<file path="src/rtl/mig2stream_pkg.sv">
// Shared stream data-type codes, MIG command encodings and FSM state type
// for the MIG read-side streamer.
package mig2stream_pkg;

  localparam int DTYPE_WIDTH = 4;

  localparam logic [DTYPE_WIDTH-1:0] DTYPE_NONE        = 4'h0;
  localparam logic [DTYPE_WIDTH-1:0] DTYPE_FRAME_START = 4'h1;
  localparam logic [DTYPE_WIDTH-1:0] DTYPE_PIXEL       = 4'h2;
  localparam logic [DTYPE_WIDTH-1:0] DTYPE_FRAME_END   = 4'h3;

  localparam logic [2:0] CMD_WRITE           = 3'd0;
  localparam logic [2:0] CMD_READ            = 3'd1;
  localparam logic [2:0] CMD_WRITE_PRECHARGE = 3'd2;
  localparam logic [2:0] CMD_READ_PRECHARGE  = 3'd3;
  localparam logic [2:0] CMD_REFRESH         = 3'd4;
  localparam logic [2:0] CMD_IDLE            = 3'd5;

  typedef enum logic [1:0] {
    ST_IDLE,
    ST_START,
    ST_DATA,
    ST_END
  } state_t;

endpackage

</file>
<file path="src/rtl/mig2stream.sv">
// Reads a committed frame from a MIG read port in 64-byte bursts and streams
// it out as 16-bit samples framed by FRAME_START / FRAME_END markers.
module mig2stream
  import mig2stream_pkg::*;
#(
  parameter int ADDR_WIDTH = 30,
  parameter int MAX_WORDS  = 32
) (
  input  logic                   rclk,
  input  logic                   rresetb,
  input  logic                   enable,
  input  logic                   frame_valid,
  input  logic [23:0]            frame_base,
  input  logic [29:0]            frame_len,
  output logic                   frame_ack,
  input  logic                   out_rdy,
  output logic                   dvo,
  output logic [DTYPE_WIDTH-1:0] dtypeo,
  output logic [15:0]            datao,
  output logic                   pR_cmd_en,
  output logic [2:0]             pR_cmd_instr,
  output logic [5:0]             pR_cmd_bl,
  output logic [ADDR_WIDTH-1:0]  pR_cmd_byte_addr,
  input  logic                   pR_cmd_full,
  output logic                   pR_rd_en,
  input  logic [31:0]            pR_rd_data,
  input  logic                   pR_rd_empty,
  output logic                   busy
);

  localparam logic [7:0] MAX_W = 8'(MAX_WORDS);

  state_t      state;
  logic [29:0] remaining;
  logic [28:0] pix_cnt;
  logic [6:0]  outstanding;
  logic        word_sel;
  logic        drain;
  logic        rd_en_q;
  logic        take;
  logic        room;

  assign take = (state == ST_DATA) && !pR_rd_empty && out_rdy;
  assign room = ({1'b0, outstanding} + 8'd16) <= MAX_W;
  assign busy = (state != ST_IDLE);

  // Drain pops every other cycle so the FWFT empty flag can catch up.
  assign pR_rd_en = (take && word_sel) || (drain && !pR_rd_empty && !rd_en_q);

  always_ff @(posedge rclk or negedge rresetb) begin
    if (!rresetb) rd_en_q <= 1'b0;
    else          rd_en_q <= pR_rd_en;
  end

  always_ff @(posedge rclk or negedge rresetb) begin
    if (!rresetb) begin
      outstanding <= '0;
    end else if (drain && pR_rd_empty) begin
      outstanding <= '0;
    end else begin
      unique case ({pR_cmd_en, pR_rd_en})
        2'b10:   outstanding <= outstanding + 7'd16;
        2'b11:   outstanding <= outstanding + 7'd15;
        2'b01:   if (outstanding != '0) outstanding <= outstanding - 7'd1;
        default: outstanding <= outstanding;
      endcase
    end
  end

  always_ff @(posedge rclk or negedge rresetb) begin
    if (!rresetb) begin
      state            <= ST_IDLE;
      dvo              <= 1'b0;
      dtypeo           <= '0;
      datao            <= '0;
      frame_ack        <= 1'b0;
      pR_cmd_en        <= 1'b0;
      pR_cmd_instr     <= CMD_IDLE;
      pR_cmd_bl        <= '0;
      pR_cmd_byte_addr <= '0;
      remaining        <= '0;
      pix_cnt          <= '0;
      word_sel         <= 1'b0;
      drain            <= 1'b0;
    end else begin
      pR_cmd_instr <= CMD_READ;
      pR_cmd_bl    <= 6'd15;
      dvo          <= 1'b0;
      frame_ack    <= 1'b0;
      pR_cmd_en    <= 1'b0;

      // The command address stays stable while cmd_en is high, then advances.
      if (pR_cmd_en) begin
        pR_cmd_byte_addr <= pR_cmd_byte_addr + ADDR_WIDTH'(64);
        remaining        <= remaining - 30'd64;
      end

      if (drain && pR_rd_empty) drain <= 1'b0;

      if (!enable) begin
        if (state != ST_IDLE) drain <= 1'b1;
        state    <= ST_IDLE;
        word_sel <= 1'b0;
      end else begin
        unique case (state)
          ST_IDLE: begin
            if (frame_valid && !drain) begin
              pR_cmd_byte_addr <= ADDR_WIDTH'({frame_base, 6'b0});
              remaining        <= frame_len;
              pix_cnt          <= frame_len[29:1];
              word_sel         <= 1'b0;
              state            <= ST_START;
            end
          end
          ST_START: begin
            if (out_rdy) begin
              dvo    <= 1'b1;
              dtypeo <= DTYPE_FRAME_START;
              datao  <= '0;
              state  <= ST_DATA;
            end
          end
          ST_DATA: begin
            if ((remaining != '0) && !pR_cmd_full && !pR_cmd_en && room)
              pR_cmd_en <= 1'b1;
            if (take) begin
              dvo      <= 1'b1;
              dtypeo   <= DTYPE_PIXEL;
              datao    <= word_sel ? pR_rd_data[31:16] : pR_rd_data[15:0];
              word_sel <= ~word_sel;
              pix_cnt  <= pix_cnt - 29'd1;
              if (pix_cnt == 29'd1) state <= ST_END;
            end
          end
          ST_END: begin
            if (out_rdy) begin
              dvo       <= 1'b1;
              dtypeo    <= DTYPE_FRAME_END;
              datao     <= '0;
              frame_ack <= 1'b1;
              word_sel  <= 1'b0;
              state     <= ST_IDLE;
            end
          end
          default: state <= ST_IDLE;
        endcase
      end
    end
  end

endmodule

</file>
<file path="config.mk">
export PLATFORM = sky130hd
export DESIGN_NAME = mig2stream
export DESIGN_NICKNAME = d
export VERILOG_FILES = /design/src/rtl/mig2stream_pkg.sv /design/src/rtl/mig2stream.sv
export SDC_FILE = /design/constraint.sdc
export NUM_CORES = 1
export LEC_CHECK = 0
export CAP_MARGIN = 20
export CORE_UTILIZATION = 40
export DETAILED_ROUTE_END_ITERATION = 12
export MAX_ROUTING_LAYER = met4
export PLACE_DENSITY = 0.66
export SLEW_MARGIN = 10
export SYNTH_ARGS = -nofsm -noshare
export SYNTH_HDL_FRONTEND = slang
export SYNTH_SLANG_ARGS = --single-unit
export TNS_END_PERCENT = 100
</file>
<file path="constraint.sdc">
create_clock -name rclk -period 2.7 [get_ports rclk]
set_input_delay 0.405 -clock rclk [delete_from_list [all_inputs] [get_ports rclk]]
set_output_delay 0.405 -clock rclk [all_outputs]
set_load 0.03 [all_outputs]
</file>
Yosys cells after proc, flatten, opt, wreduce, memory -nomap -nowiden
Cells that the tools add are included.
W data, S select, Z words.

storage, ports and cells
  register bits after elaboration = 126
  word-level logic and storage cells = 120

cells by class
  bitwise gates (word level) = 1
  add/subtract/negate cells = 7
  equality and inequality tests = 19
  $lt $le $gt $ge = 1
  mux-type cells = 46
  reduce and logical (&&, ||, !) cells = 31

operators by type and width
  kind                     count
  $mux W30                 8
  $mux W29                 2
  $pmux W29 S2             1
  $mux W16                 3
  $pmux W16 S2             1
  $add A30 B7 Y30 const B  1
  $reduce_bool A30 Y1      1
  $sub A30 B7 Y30 const B  1
  $eq A29 B1 Y1 const B    1
  $sub A29 B1 Y29 const B  1
  $pmux W7 S3              1
  $mux W1                  15
  $ne A3 B3 Y1 const B     5
  $mux W7                  2
  $mux W2                  6
  $mux W4                  3
  $pmux W4 S3              1
  $reduce_and A4 Y1        3
  $logic_and A1 B1 Y1      10
  $reduce_and A5 Y1        2
  $add A7 B5 Y8 const B    1
  $eq A2 B2 Y1 const B     4
  $le A8 B6 Y1 const B     1
  $ne A2 B2 Y1 const B     4
  20 further kinds         27

Depth between registers and ports, before layout
Gate-level depths: netlist (run 1).

  word-level depth = 8
  gate-level depth with buffers = 11
  mapped depth without buffers = 11

Least setup slack after synthesis (run 1)
Ideal clock, no wire load.

  kind = reg2reg
  from = reg state[0]
  to = reg outstanding[6]
  setup slack = 0.394 ns
  period minus slack after synthesis = 2.306 ns
  library setup time = 0.139 ns
  data required time = 2.561 ns
  cell stages (with the launch flop) = 12
  data arrival time = 2.167 ns
  cells stage by stage = dfrtp_1 inv_1 ha_1 and4b_1 nor2_1 nor2_1 ha_1 a21oi_1 o221ai_1 mux2i_1 nand2_1 nor3b_1

on the way
  cells in the longest elaborated chain, start to end = 8

RTL lines
  item                                          line               RTL
  start: declaration                            mig2stream.sv:33   state_t state;
  start signal: assignment                      mig2stream.sv:72   state <= ST_IDLE;
  start signal: assignment                      mig2stream.sv:102  state <= ST_IDLE;
  start signal: assignment                      mig2stream.sv:112  state <= ST_START;
  $eq A2 B2 Y1 *                                mig2stream.sv:43   assign take = (state == ST_DATA) && !pR_rd_empty && out_rdy;
  $logic_and A1 B1 Y1 * (2 in a row)            mig2stream.sv:43
  $logic_and A1 B1 Y1 *                         mig2stream.sv:48   assign pR_rd_en = (take && word_sel) || (drain && !pR_rd_empty && !rd_en_q);
  $logic_or A1 B1 Y1 *                          mig2stream.sv:48
  $eq A2 B1 Y1 or $eq A2 B2 Y1 (tied branches)  mig2stream.sv:61   unique case ({pR_cmd_en, pR_rd_en})
  $pmux W7 S3, or another cell as far along     mig2stream.sv:61
  $mux W7 or $reduce_and A2 Y1 (tied branches)  --
  end signal: assignment                        mig2stream.sv:62   2'b10: outstanding <= outstanding + 7'd16;
  end signal: assignment                        mig2stream.sv:63   2'b11: outstanding <= outstanding + 7'd15;
  end signal: assignment                        mig2stream.sv:64   2'b01: if (outstanding != '0) outstanding <= outstanding - 7'd1;
  end: declaration                              mig2stream.sv:36   logic [6:0] outstanding;

Mark *: on every way between the ends. The rest lies on a longest branch, timed or not.
A chain may end at the register's enable or synchronous reset.

Worst setup path in the final report (run 1)
  from = reg state[0]
  to = out busy

on the way
  cells in the longest elaborated chain, start to end = 1

RTL lines
  item                line              RTL
  $reduce_bool A2 Y1  mig2stream.sv:45  assign busy = (state != ST_IDLE);
  end: declaration    mig2stream.sv:28  output logic busy

Every way passes these cells.

==> results of run 1 <==
==> critical path: stages (launching register included) <==
cell and delay, ns:
dfrtp_1 0.39, inv_1 0.11, ha_1 0.30, inv_1 0.14, clkdlybuf4s50_1 0.69
==> report_power, final <==
group | switching, mW | total, mW | internal (mW)
Combinational | 2.34 | 4.25 | 1.91
Sequential | 0.837 | 3.41 | 2.57
Clock | 0.795 | 2.27 | 1.48
==> flip-flops by register name, indices dropped and copies added, names as in the netlist <==
name and cells:
remaining 30, pix_cnt 29, pR_cmd_bl 1, dvo 1, drain 1, word_sel 1, state 2, rd_en_q 1
pR_cmd_en 1, datao 16, frame_ack 1, outstanding 7, pR_cmd_instr 1, pR_cmd_byte_addr 24, dtypeo 2
==> through the flow <==
step | utilization [%] | area, µm² | std cells
2_1_floorplan | - | 6990 | 774
3_3_place_gp | 52.0 | 8720 | 1115
3_5_place_dp | 52.0 | 8720 | 1115
4_1_cts | 55.6 | 9320 | 1146
5_1_grt | 55.6 | 9320 | 1146
6_report | 55.6 | 9320 | 1146
==> area by class of cell <==
| type | count | area (µm²) | share of cell area, % |
|---|---|---|---|
| clock buffer | 20 | 457 | 4.90 |
| inverter | 24 | 90.1 | 0.967 |
| multi-input combinational | 578 | 3710 | 39.8 |
| timing repair buffer | 176 | 1700 | 18.3 |
| sequential | 118 | 2950 | 31.7 |
| clock inverter | 10 | 130 | 1.40 |
| tap | 220 | 275 | 2.95 |
==> final timing paths <==
kind	start	to	cells after the start
max	state[0]	busy	4
min	datao[2]	datao[2]	2
max reg2reg	state[0]	outstanding[6]	11
min reg2reg	datao[2]	datao[2]	2
max in group asynchronous	rresetb	dtypeo[1]	3
min in group asynchronous	rresetb	pR_cmd_byte_addr[13]	2
==> cell usage after synthesis (all sizes together) (19+ instances only) <==
master    n  share of area, %
a21oi    68               4.9
buf      24               2.2
clkbuf   30               1.6
dfrtp   117                42
inv      23               1.2
mux2i    33               4.8
nand2    62               3.4
nor2     90               4.9
nor3     25               1.8
nor4     25               2.8
o21ai    23               1.7
o31ai    19               2.1
xnor2    32               4.0
==> cell families (layout without fill, tap and decap cells) <==
kind of cell / Yosys count / count (layout) / synth area share [%]
AO/OA/AOI/OAI: 162 / 162 / 15.0
XOR/XNOR: 48 / 48 / 6.05
adder cells (fa/ha/maj): 15 / 15 / 2.70
buffers and inverters: 78 / 230 / 5.10
flip-flops: 118 / 118 / 42.5
multiplexers: 40 / 40 / 5.89
other: 2 / 14 / 0.108
AND/OR/NAND/NOR: 299 / 299 / 22.6
==> layer usage <==
metal  GRT usage, %  wire length (µm)  part of all wire [%]  vias to the layer above
met5              -                 0                     0                        -
met4           7.32               300                   1.6                        0
met3           3.77               837                   4.5                       23
met2           35.0              8760                    47                      186
met1           29.7              8590                    46                     2978
li1               -                 -                     -                     3035
==> flow_metrics.env, run 1 <==
export IMPL_cts_root_buf="clkbuf_16"
export IMPL_final_antenna_net_count=0
export IMPL_fmax_mhz=408
export IMPL_period_share_pct=90.7
export IMPL_cp_end_kind="primary output"
export IMPL_drive_above_1_share_pct=10.7
export IMPL_setup_total_negative_slack_ns=0
export IMPL_setup_viol=0
export IMPL_power_density_nw_per_um2=1070
export IMPL_hold_viol_final=0
export IMPL_rsz0062_at_grt="false"
export IMPL_worstMarginPinSlew_ns=0.663
export IMPL_slew_headroom_pct=55.4
export IMPL_areaGrowthSynthToFinish_pct=34.2
export IMPL_numPortBuffers=144
export IMPL_layout_min_cycle_time_ns=2.45
export IMPL_final_common_cell="clkdlybuf4s50_1"
export IMPL_drc=0
export IMPL_n_antenna_cell=0
export IMPL_dr_pass1_iters=5
export IMPL_synth_area_um2=6940
export IMPL_gp_congestion=0.874
export IMPL_clk_latency_ns=0.42
export IMPL_worst_setup_path_start_kind="register"
export IMPL_slew_violations=0
export IMPL_synth_cell_type_count=65
export IMPL_hold_buffers=1
export IMPL_routed_via_density=5.43
export IMPL_max_vdd_ir_drop_mv=0.587
export IMPL_drt_wl_total_mm=18.5
export IMPL_cap_violations=0
export IMPL_postCtsSetupRepairBufs=0
export IMPL_crit_fanout=6
export IMPL_worstPathArrival_ns=2.04
export IMPL_grt_max_degree=50
export IMPL_fillers=1536
export IMPL_grt_use_total_pct=22.5
export IMPL_holdWs_ns=0.473
export IMPL_yosysWarnings=0
export IMPL_fp_dieH_um=134
export IMPL_synthFlopType="dfrtp_1"
export IMPL_synth_seq_cells=118
export IMPL_final_cell_mix="142 x clkdlybuf4s50_1, 117 x dfrtp_1, 90 x nor2_1"
export IMPL_wl_per_cell_um=16.1
export IMPL_start_util_pct=41.4
export IMPL_syn_inst=762
export IMPL_vias=6222
export IMPL_rrSetupSlack_ns=0.26
export IMPL_cts_buffer_depth=2
export IMPL_num_rows=47
export IMPL_synth_edf_count=0
export IMPL_grt_pass1_vias=6064
export IMPL_clkTransAtPathRegs_ns=0.06
export IMPL_numCtsBuffers=17
export IMPL_ioPinCount=157
export IMPL_clock_skew_final_ns=0.00748
export IMPL_die_w_um=134
export IMPL_dp_slack_ns=0.0677
export IMPL_criticalPathCategory="reg2out"
export IMPL_async_reset_ff_share_pct=100
export IMPL_ctsResizeCount=0
export IMPL_dieArea_um2=17900
export IMPL_cts_tree="done"
export IMPL_hold_path_class="reg2reg"
export IMPL_grt_pass1_wl_mm=30.9
export IMPL_power_leakage_nw=3.63
export IMPL_cts_sinks=118
export IMPL_worstPathRequired_ns=2.30
export IMPL_globalRouteOverflowTotal=0
export IMPL_total_power_mw=9.93
export IMPL_htreeDepth=4
export IMPL_core_area_um2=16800
export IMPL_dr_first_iter_drc_count=423
export IMPL_antenna_found_initial=0
export IMPL_outcome="complete, no violations"
export IMPL_ys_seq_area_share_pct=42.5
export IMPL_syn_area_per_cell_um2=9.11
export IMPL_setup_slack_ns=0.251
export IMPL_place_hpwl_mm=13.4
export IMPL_nNetsFinal=1023
(Power assumes the default switching activity.)
==> inputs of run 2 (changes only) <==
CTS_CLUSTER_SIZE = 20   (was unset)
==> results of run 2 <==
Same layout as run 1: the final DEF is identical, and so are final timing and power.
==> patch 1: new RTL, flow settings as in run 2 <==
`DTYPE_WIDTH`: 4 -> 6.
--- a/src/rtl/mig2stream_pkg.sv
+++ b/src/rtl/mig2stream_pkg.sv
@@ -4,3 +4,3 @@
 
-  localparam int DTYPE_WIDTH = 4;
+  localparam int DTYPE_WIDTH = 6;
 
Interface: changed (resized dtypeo); port bits go from 157 to 159. The function was not compared with the original's and may differ.
==> patch 1 against run 2 <==
  * Setup slack improved by 0.0011 ns
  * Power shrank 1.8%
  * Wire length rose by 0.27%
  * Sequential cell count stayed put
  * Largest cell class unchanged
  * Largest power group unchanged
  * Sequential power hardly changed
  * Final area down 0.28%
  * Die area is 0.21% higher
  * Area after synthesis up 0.22%
  * Synthesized cell count grew 0.26%
==> patch 1: results (changes against run 2) <==
Hold EP=datao[3] (was datao[2]); Worst Skew=0.0100 ns (was 0.00748 ns); Worst-Margin Slew=0.593 ns (was 0.663 ns); Final Hold Fails=0 (unchanged); status=finished, final reports clean (unchanged); GP Congestion=0.842 (was 0.874); Global Route met2 Usage=0.332 (was 0.350); Vias=6,209 (was 6,222); capture point of the worst reg-to-reg path=outstanding[6] (unchanged); pin count of the biggest net entering global routing=110 (was 50); layout cell share with drive strength beyond 1=0.106 (was 0.107); Fin Hold WS=0.474 ns (was 0.473 ns); slowest stage delay, CP=0.40 ns (was 0.69 ns); post-detail-place hpwl=13,300 um (was 13,400 um); clk root buf=clkbuf_16 (unchanged); first-pass GRT wire length=30,400 um (was 30,900 um); synth top area cells=dfrtp_1 (42%), a21oi_1 (4.9%), nor2_1 (4.9%), mux2i_1 (4.7%), xnor2_1 (4.0%) (was dfrtp_1 (42%), a21oi_1 (4.9%), nor2_1 (4.9%), mux2i_1 (4.8%), xnor2_1 (4.0%)); post-synth cell types=65 (unchanged); Slowest cell on crit path=dfrtp_1 (was clkdlybuf4s50_1); power share of the clock group=0.211 (was 0.229); drt wl/cell=16.1 um (about the same); GR met1 Demand/Resource=0.299 (was 0.297); Seq/Total Area, Yosys=0.424 (was 0.425); Reg2Reg Depth=11 (unchanged); initial antenna violation count=0 (unchanged); vias in the first global route=5,941 (was 6,064); sw power=3990 uW (was 3970 uW); worst path arrival time=2.75 ns (was 2.04 ns); H-tree depth=4 (unchanged); min-delay src=datao[3] (was datao[2]); layout net count=1,026 (was 1,023); Leak Pwr=0.00361 uW (was 0.00363 uW); total track usage=0.222 (was 0.225); Worst VDD drop=0.731 mV (was 0.587 mV); DRT iter0 DRCs=390 (was 423); most common library cells after synthesis=dfrtp_1 (117), nor2_1 (90), a21oi_1 (68), nand2_1 (62), mux2i_1 (33) (unchanged); Worst Hold Class=register to register (unchanged); met3 usage=0.0446 (was 0.0377); worst hold path cell count=2 (unchanged); Top FF cell, synth=dfrtp_1 (unchanged); Worst Path Max Fanout=8 (was 6); cts repair resizes=0 (unchanged); normalized max-slew margin=0.602 (was 0.554); n_diodes=0 (unchanged); Worst-path clk slew=0.06 ns (about the same)
patch 1: cell types whose count changed after synthesis, sizes merged:
| cell | run 2 | this run |
|---|---|---|
| buf | 24 | 26 |
patch 1: area by class of cell:
| class | count | area [um^2] |
|---|---|---|
| fillers | 1541 | 7470 |
| multi-input cells | 580 | 3710 |
| flip-flops and latches | 118 | 2950 |
| repair buffers | 177 | 1720 |
| clock buffers | 21 | 450 |
| well taps | 220 | 275 |
| inverters | 24 | 90.1 |
| clock inverters | 10 | 82.6 |
patch 1: kinds of logic (layout without fill, tap and decap cells):
logic type	after synthesis	after routing	share of synthesized area
flops	118	118	0.424
simple gates	299	299	0.226
mux	40	40	0.0588
other cells	2	16	0.00108
xor+xnor	48	48	0.0604
buf+inv	80	232	0.0530
compound gates	162	162	0.149
fa+ha+maj	15	15	0.0270
patch 1: worst max-delay path by stage:
stage	from	to	slack, ns	cells past startpoint
final	state[0]	outstanding[6]	0.25	11
after global routing	state[0]	outstanding[6]	0.04	11
after CTS	state[0]	outstanding[6]	0.24	11
after detailed placement	pR_rd_empty	outstanding[6]	0.11	10
after global placement	pR_rd_empty	outstanding[6]	0.18	10
after floorplan	state[0]	outstanding[6]	0.39	11
patch 1: worst max-delay path: cells and delay by family (launching register included):
kind,cells,cell delay [ns]
flops,1,0.40
compound gates,2,0.29
fa+ha+maj,2,0.58
mux,1,0.25
simple gates,5,0.68
buf+inv,1,0.14
patch 1: layer usage:
layer | vias up | part of all wire
met2 | 173 | 0.46
li1 | 3044 | -
met4 | 0 | 0.024
met3 | 28 | 0.049
met1 | 2964 | 0.47
met5 | - | 0
patch 1: metrics by stage:
| stage | instance area (um^2) | util | total power (uW) | cells | worst slack (ns) |
|---|---|---|---|---|---|
| after floorplan | 7010 | - | 6150 | 778 | 0.394 |
| after global placement | 8750 | 0.522 | 7590 | 1118 | 0.184 |
| after detailed placement | 8750 | 0.522 | 7690 | 1118 | 0.111 |
| after CTS | 9290 | 0.554 | 9790 | 1150 | 0.239 |
| after global routing | 9290 | 0.554 | 10400 | 1150 | 0.0373 |
| final | 9290 | 0.554 | 9750 | 1150 | 0.252 |
patch 1: power by group through the flow:
stage,logic (uW),registers [uW],clock network (uW)
after floorplan,2360,3790,0
final,4300,3400,2050
after detailed placement,4290,3400,0
after CTS,4310,3380,2100
after global routing,4710,3530,2180
after global placement,4210,3380,0
==> patch 2: new RTL, config.mk and constraints of run 2 <==
Without the edit above. Make the reset (`rresetb`) synchronous in 3 clocked blocks.
--- a/src/rtl/mig2stream.sv
+++ b/src/rtl/mig2stream.sv
@@ -49,3 +49,3 @@
 
-  always_ff @(posedge rclk or negedge rresetb) begin
+  always_ff @(posedge rclk) begin
     if (!rresetb) rd_en_q <= 1'b0;
@@ -54,3 +54,3 @@
 
-  always_ff @(posedge rclk or negedge rresetb) begin
+  always_ff @(posedge rclk) begin
     if (!rresetb) begin
@@ -69,3 +69,3 @@
 
-  always_ff @(posedge rclk or negedge rresetb) begin
+  always_ff @(posedge rclk) begin
     if (!rresetb) begin
Function: changed (Yosys sat finds a counterexample within 4 cycles, from zero or initial values and one cycle with rresetb low; the reset may be asserted at any time).
==> patch 2 against run 2 <==
  * Area after synthesis shrank 5.4%
  * Via count grew 2.9%
  * Final area shrank 6.1%
  * Wire length shrank 1.9%
  * Clock skew shrank 0.0021 ns
  * Hold slack lost 0.020 ns
  * Sequential cell count is the same
  * Count of clock-buffer cells in the layout grew 6
  * Setup slack lost 0.064 ns
  * Global-route usage grew 0.17 points
  * Cell count grew 2.4%
  * Die area shrank 5.3%
  * Largest cell class unchanged
  * Highest routed layer unchanged
Power is not compared: it rests on default switching activity, and its combinational part moved more than twofold at a synthesized area within 25%.
==> patch 2: results (changes against run 2) <==
Final period util=0.931 (was 0.907); Non-CTS buffers=164 (was 176); Reg2Reg Depth=7 (was 11); drt wl/cell=15.4 um (was 16.1 um); pin count of the biggest net entering global routing=102 (was 50); total track usage=0.227 (was 0.225); most common library cells after synthesis=dfxtp_1 (118), a21oi_1 (85), nor2_1 (82), nand2_1 (56), o21ai_0 (56) (was dfrtp_1 (117), nor2_1 (90), a21oi_1 (68), nand2_1 (62), mux2i_1 (33)); clk_buf instances=26 (was 20); post-synth cell types=72 (was 65); asr flop ratio synth=0 (was 1.00); Final Non-Filler Cells=1,174 (was 1,146); dpl ws=0.214 ns (was 0.0677 ns); status=finished, final reports clean (unchanged); slowest stage delay, CP=0.71 ns (was 0.69 ns); multi-input gate share of total cell area=0.442 (was 0.398); normalized max-slew margin=0.585 (was 0.554); vias in the first global route=5,705 (was 6,064); met1 WL=8760 um (was 8590 um); Worst Path Max Fanout=7 (was 6); synth top area cells=dfxtp_1 (36%), a21oi_1 (6.5%), nor2_1 (4.7%), xnor2_1 (4.5%), o21ai_0 (4.3%) (was dfrtp_1 (42%), a21oi_1 (4.9%), nor2_1 (4.9%), mux2i_1 (4.8%), xnor2_1 (4.0%)); placed inst area=0.00822 mm^2 (was 0.00872 mm^2); Layout non-clock buf frac=0.187 (was 0.183); Synth Cell Area=0.00657 mm^2 (was 0.00694 mm^2); Seq/total area=0.270 (was 0.317); first-pass GRT wire length=29,000 um (was 30,900 um); post-detail-place hpwl=12,700 um (was 13,400 um); multi-input logic area=0.00386 mm^2 (was 0.00371 mm^2); capture point of the worst reg-to-reg path=pix_cnt[15] (was outstanding[6]); Seq/Total Area, Yosys=0.360 (was 0.425); Worst Skew=0.00541 ns (was 0.00748 ns); crit path from=state[0] (unchanged); met3 wire length=1020 um (was 837 um); Fin Hold WS=0.453 ns (was 0.473 ns); number of sequential cells=118 (unchanged); layout net count=1,054 (was 1,023)
[patch 2: changes by cell type after synthesis, sizes merged, moves of 7 or more]
cell    before  now
dfxtp        0  118
dfrtp      117    0
nor2        90   82
a21oi       68   85
clkbuf      30   41
o21ai       23   57
o31ai       19    4
nor4        25   32
nor3        25   44
mux2i       33   22
a211oi       4   28
[patch 2: worst register-to-register path, delay by kind of cell (launching register included)]
kind	cells	cell delay, ns
AOI/OAI and AO/OA	4	1.12
buffers and inverters	2	0.42
DFF	1	0.40
adders and majority gates	1	0.31
[patch 2: cell families after synthesis]
group,Yosys count,synth area share
simple gates,296,0.238
compound gates,229,0.213
flops,118,0.360
buf+inv,88,0.0596
xor+xnor,50,0.0667
mux,23,0.0352
fa+ha+maj,14,0.0267
other cells,2,0.00114
[patch 2: per-layer routing]
layer / vias to the layer above / GRT usage
li1: 3214 / -
met1: 2955 / 0.300
met2: 205 / 0.341
met3: 26 / 0.0500
met4: 0 / 0.0739
met5: - / -
